==> config.mk <==
export PLATFORM = sky130hd
export DESIGN_NAME = johnson_ring_ctr
export DESIGN_NICKNAME = d
export VERILOG_FILES = /design/src/rtl/johnson_ring_ctr.sv
export SDC_FILE = /design/constraint.sdc
export NUM_CORES = 1
export LEC_CHECK = 0
export ABC_AREA = 1
export CORE_MARGIN = 8
export CORE_UTILIZATION = 38
export CTS_BUF_LIST = sky130_fd_sc_hd__clkbuf_16
export DETAILED_ROUTE_END_ITERATION = 10
export DONT_BUFFER_PORTS = 1
export PLACE_DENSITY = 0.54
export SLEW_MARGIN = 10
export SYNTH_ARGS = -nofsm -noshare
export SYNTH_HDL_FRONTEND = slang
export SYNTH_SLANG_ARGS = --single-unit
==> constraint.sdc <==
create_clock -name clock -period 2.8 [get_ports clock]
set_input_delay 0.28 -clock clock [delete_from_list [all_inputs] [get_ports clock]]
set_output_delay 0.28 -clock clock [all_outputs]
set_load 0.005 [all_outputs]
==> src/rtl/johnson_ring_ctr.sv <==
// N-bit shift-register counter that runs as a Johnson (period 2N) or one-hot ring (period N)
// sequencer, with up/down stepping, parallel load, illegal-state recovery and a sticky error flag.
module johnson_ring_ctr #(
  parameter int unsigned N = 5,
  localparam int unsigned IW = $clog2(2 * N)
) (
  input  logic          clock,
  input  logic          Reset,
  input  logic          en,
  input  logic          dir,
  input  logic          mode,
  input  logic          load,
  input  logic [N-1:0]  load_val,
  output logic [N-1:0]  Q,
  output logic [IW-1:0] idx,
  output logic          tc,
  output logic          err
);

  localparam logic [IW-1:0] JohnLast   = IW'(2 * N - 1);
  localparam logic [IW-1:0] RingLast   = IW'(N - 1);
  localparam logic [IW-1:0] JohnPeriod = IW'(2 * N);

  logic [N-1:0]  cnt_q, cnt_d;
  logic          mode_q, mode_d;
  logic          err_q, err_d;
  logic [IW-1:0] ones, trans, ring_pos, last;
  logic          legal;

  function automatic logic [N-1:0] reset_pat(input logic m);
    return m ? N'(1) : '0;
  endfunction

  // Decode: population count, adjacent-bit transitions and highest set bit position.
  always_comb begin
    ones     = '0;
    trans    = '0;
    ring_pos = '0;
    for (int i = 0; i < int'(N); i++) begin
      if (cnt_q[i]) begin
        ones     = ones + IW'(1);
        ring_pos = IW'(i);
      end
    end
    for (int i = 0; i < int'(N) - 1; i++) begin
      if (cnt_q[i] != cnt_q[i+1]) trans = trans + IW'(1);
    end

    if (mode_q) legal = (ones == IW'(1));
    else        legal = (trans <= IW'(1));

    // Johnson: ones filled from the LSB count up; ones parked at the MSB count from the top.
    if (!legal)                         idx = '0;
    else if (mode_q)                    idx = ring_pos;
    else if (cnt_q[0] || ones == '0)    idx = ones;
    else                                idx = JohnPeriod - ones;

    last = mode_q ? RingLast : JohnLast;
    tc   = en & legal & ~load & ~Reset & (mode == mode_q) &
           (dir ? (idx == '0) : (idx == last));
  end

  always_comb begin
    cnt_d  = cnt_q;
    mode_d = mode_q;
    err_d  = err_q;
    if (mode != mode_q) begin
      cnt_d  = reset_pat(mode);
      mode_d = mode;
    end else if (load) begin
      cnt_d = load_val;
    end else if (en && !legal) begin
      cnt_d = reset_pat(mode_q);
      err_d = 1'b1;
    end else if (en) begin
      case ({mode_q, dir})
        2'b00:   cnt_d = {cnt_q[N-2:0], ~cnt_q[N-1]};
        2'b01:   cnt_d = {~cnt_q[0], cnt_q[N-1:1]};
        2'b10:   cnt_d = {cnt_q[N-2:0], cnt_q[N-1]};
        default: cnt_d = {cnt_q[0], cnt_q[N-1:1]};
      endcase
    end
  end

  always_ff @(posedge clock) begin
    if (Reset) begin
      cnt_q  <= reset_pat(mode);
      mode_q <= mode;
      err_q  <= 1'b0;
    end else begin
      cnt_q  <= cnt_d;
      mode_q <= mode_d;
      err_q  <= err_d;
    end
  end

  assign Q   = cnt_q;
  assign err = err_q;

endmodule
==> results.txt <==
----------------------------------------------------
[Synth]
  Share of synthesized area occupied by flip-flops and latches ... 0.1679
  Post-Synthesis Net Count ... 212
  Commonest cells in the netlist ... sky130_fd_sc_hd__nand2_1, sky130_fd_sc_hd__inv_1, sky130_fd_sc_hd__nand3_1
  Synth Area per Inst ... 6.276 sq um
  Mapped cell area ... 0.001192 sq mm
  Dominant cells by area after synthesis ... sky130_fd_sc_hd__edfxtp_1, sky130_fd_sc_hd__nand2_1, sky130_fd_sc_hd__ha_1
  Count of synthesis-stage warnings from yosys ... 0
  Number of distinct standard cells referenced by the synthesized netlist ... 32
  FFs w/ async S/R, synth ... 0
  Syn Inst Count ... 190
  Synth area leader ... sky130_fd_sc_hd__edfxtp_1
  Most repeated cell in the gate-level netlist after synthesis ... sky130_fd_sc_hd__nand2_1
  Synth Register Bits ... 7
  Flip-flop cell with the highest count after synthesis ... sky130_fd_sc_hd__edfxtp_1
  Share of the synthesized area in the top cell type ... 0.1511
  Number of synthesized flops with an enable pin ... 6

[Pwr]
  Proportion of power drawn by the clock network ... 0.238
  Share of total power in combinational logic ... 0.627
  Net Switching ... 0.0004022 W
  Maximum vdd drop ... 0.4449 mV
  Net switching fraction of the power ... 0.3943
  Lkg Pwr ... 0.9156 nW
  Reg power frac ... 0.135
  Internal power contribution ... 0.0006179 W
  P per Cell Area ... 565.4 mW/mm^2

[Timing]
  Final min period ... 3.197 ns
  Worst hold margin ... 0.1412 ns
  Final Hold Fails ... 0
  Headroom to the max-slew limit ... 0.7821
  Final setup violation count ... 10
  Transition time at the pin with the least slew margin ... 0.3268 ns
  Clock tree skew after final layout ... 0.001785 ns
  Max Clock Freq ... 312.8 MHz
  Setup repair after global routing missed its margin ... yes
  Slew Viols, Final ... 0
  Final Cycle Share ... 1.142
  Post-route setup slack ... -0.3971 ns

[Critical path]
  Data arrival, critical path ... 2.92 ns
  Critical Path RT ... 2.52 ns
  Worst-path maximum fanout ... 4
  Crit end category ... output pin
  Sort of element at the start of the critical path ... flip-flop
  WS Path Type ... reg2out

[Cells and area]
  Relative area change from synthesis to final layout ... 51.31%
  Antenna diodes ... 0
  Number of standard cells in the layout, taps in and fillers out ... 275
  Layout Nets ... 254
  Fraction of layout cells with a size suffix above 1 ... 0.4545

[Clock network]
  Skew-Pair Late Insertion Delay ... 0.23 ns
  Total clock buffers created by CTS ... 3
  CTS HTree Levels ... 1
  Post-CTS clock slew at the launch and capture registers of the worst setup and hold paths ... 0.04 ns
  Total number of clock tree sinks ... 7
  Maximum count of clock buffers along a single path ... 2
  Clock tree from TritonCTS ... yes
  Root Buffer Master ... sky130_fd_sc_hd__clkbuf_16

[Global routing]
  First-pass GRT wire length ... 5802 microns
  Maximum number of pins on one net before global-route repair ... 12
  Combined global-route utilization of all metal layers ... 0.1379
  Total congestion overflow ... 0
  Number of global-route vias before repair ... 1378
  Antenna violations before repair ... 0

[Placed design]
  Placer Congestion ... 0.7793
  Post-detail-place hpwl ... 2471 microns
  DP Cell Count ... 251
  Pre-CTS worst setup slack ... -0.09670 ns
  Count of input and output buffers ... 0

[Drt]
  Post-DRT Antenna Nets ... 0
  Post-route DRC ... 0
  Post-DR wirelength/cell ... 13.28 microns
  Sum of routed wire length over all layers ... 3651 microns
  Detailed-route vias per instance ... 4.924
  Vias after detailed routing ... 1354
  Violation count after the first detailed-routing iteration ... 67
  Total iterations of the first detailed-routing run ... 4

[Worst hold path]
  Hold Path Class ... in2reg

[Floorplan]
  Full die area ... 0.005186 sq mm
  Placement row count ... 20
  Core area ... 0.003028 sq mm
  Die width ... 72.02 microns
  Io pins ... 22
  Vertical extent of the die ... 72.02 microns
  Starting density of the core ... 0.3938

[Status]
  Status ... finished with violations
  Violated checks ... setup timing

[Job]
  Max_cap viols ... 0

----------------------------------------------------
[cell families after synthesis]
family                     Yosys count  share of synthesized area
and+or+nand+nor                     99                     0.4113
buffers and inverters               39                     0.1385
xor gates and xnor gates             3                    0.02204
DFF                                  7                     0.1679
adders and majority gates           11                     0.1154
AOI/OAI and AO/OA                   31                     0.1448
[power by group through the flow]
stage          logic [W]  registers (W)  clock network (W)
5_1_grt         0.000705       0.000139           0.000252
3_5_place_dp    0.000448       0.000139                  0
6_report        0.000639       0.000138           0.000243
2_1_floorplan   0.000303       0.000137                  0
3_3_place_gp    0.000442       0.000138                  0
4_1_cts         0.000525       0.000137           0.000247
[path summary, 6_finish.rpt]
check             slack (ns)  depth (start not counted)  from     end
setup / recovery       -0.40                         22  Q[0]      tc
hold / removal          0.14                          0  mode  mode_q
setup reg to reg       -0.21                         22  Q[0]    Q[0]
hold reg to reg         0.48                          2   err     err
[routing by layer]
layer	track usage	vias to the layer above	routed length (microns)
met5	0	-	0
met4	0.06349	0	71
met3	0.01928	7	142
met2	0.2692	32	1987
met1	0.1393	618	1449
li1	-	697	-
[what timing repair did]
action,4_1_cts,5_1_grt
gates resized for setup,13,39
cloned,0,0
endpoints found under the setup margin,5,11
hold buffers,0,0
pin swaps,15,26
setup buffers,15,8
[layout by cell type (no fill, tap or decap), types with 5 or more instances in the layout]
cell,count
sky130_fd_sc_hd__nand2_1,36
sky130_fd_sc_hd__buf_4,34
sky130_fd_sc_hd__nand2_2,14
sky130_fd_sc_hd__nor2_4,5
sky130_fd_sc_hd__buf_6,8
sky130_fd_sc_hd__edfxtp_1,6
sky130_fd_sc_hd__inv_2,9
sky130_fd_sc_hd__a21oi_1,7
sky130_fd_sc_hd__nand3_1,10
sky130_fd_sc_hd__o21ai_0,10
sky130_fd_sc_hd__nand3_2,6
sky130_fd_sc_hd__ha_1,5
sky130_fd_sc_hd__nand2_4,7
sky130_fd_sc_hd__nor2_1,8
sky130_fd_sc_hd__o21ai_1,5
sky130_fd_sc_hd__inv_1,23
[critical path: stages, from the launching register on]
cell                       delay, ns
sky130_fd_sc_hd__edfxtp_1       0.41
sky130_fd_sc_hd__inv_2          0.08
sky130_fd_sc_hd__ha_4           0.32
sky130_fd_sc_hd__buf_6          0.11
sky130_fd_sc_hd__inv_2          0.03
sky130_fd_sc_hd__nand2_2        0.05
sky130_fd_sc_hd__nand2_2        0.08
sky130_fd_sc_hd__nand2_2        0.08
sky130_fd_sc_hd__nand2_1        0.06
sky130_fd_sc_hd__nand2_1        0.08
sky130_fd_sc_hd__nand2_2        0.07
sky130_fd_sc_hd__o211ai_1       0.24
sky130_fd_sc_hd__inv_2          0.09
sky130_fd_sc_hd__ha_2           0.20
sky130_fd_sc_hd__nand3_4        0.08
sky130_fd_sc_hd__nand3_2        0.07
sky130_fd_sc_hd__nand2_1        0.08
sky130_fd_sc_hd__nand3_2        0.08
sky130_fd_sc_hd__nand2_4        0.09
sky130_fd_sc_hd__nand3_2        0.07
sky130_fd_sc_hd__nand2_2        0.08
sky130_fd_sc_hd__nand3_2        0.07
sky130_fd_sc_hd__nor2_2         0.14
[registers in the layout, summed over array words and instances, names as in the netlist]
register / count
Q: 5
mode_q: 1
err: 1
[through the flow]
stage                     area, sq um  utilization   power, W   TNS, ns
after detailed placement         1404       0.4636  0.0005867   -0.1014
after floorplan                  1215            -  0.0004401  -0.09389
final                            1804       0.5959   0.001020    -1.870
after global placement           1404       0.4636  0.0005800  -0.03941
after global routing             1804       0.5959   0.001096    -3.587
after CTS                        1624       0.5364  0.0009095   -0.7502
[cell type report]
| type | count | area (sq um) |
|---|---|---|
| clock buffers | 3 | 75.07 |
| clock inverters | 1 | 3.754 |
| well taps | 44 | 55.05 |
| inverters | 34 | 140.1 |
| repair buffers | 42 | 345.3 |
| multi-input cells | 144 | 984.7 |
| flip-flops and latches | 7 | 200.2 |
| fillers | 284 | 1224 |
(Power assumes the default switching activity.)
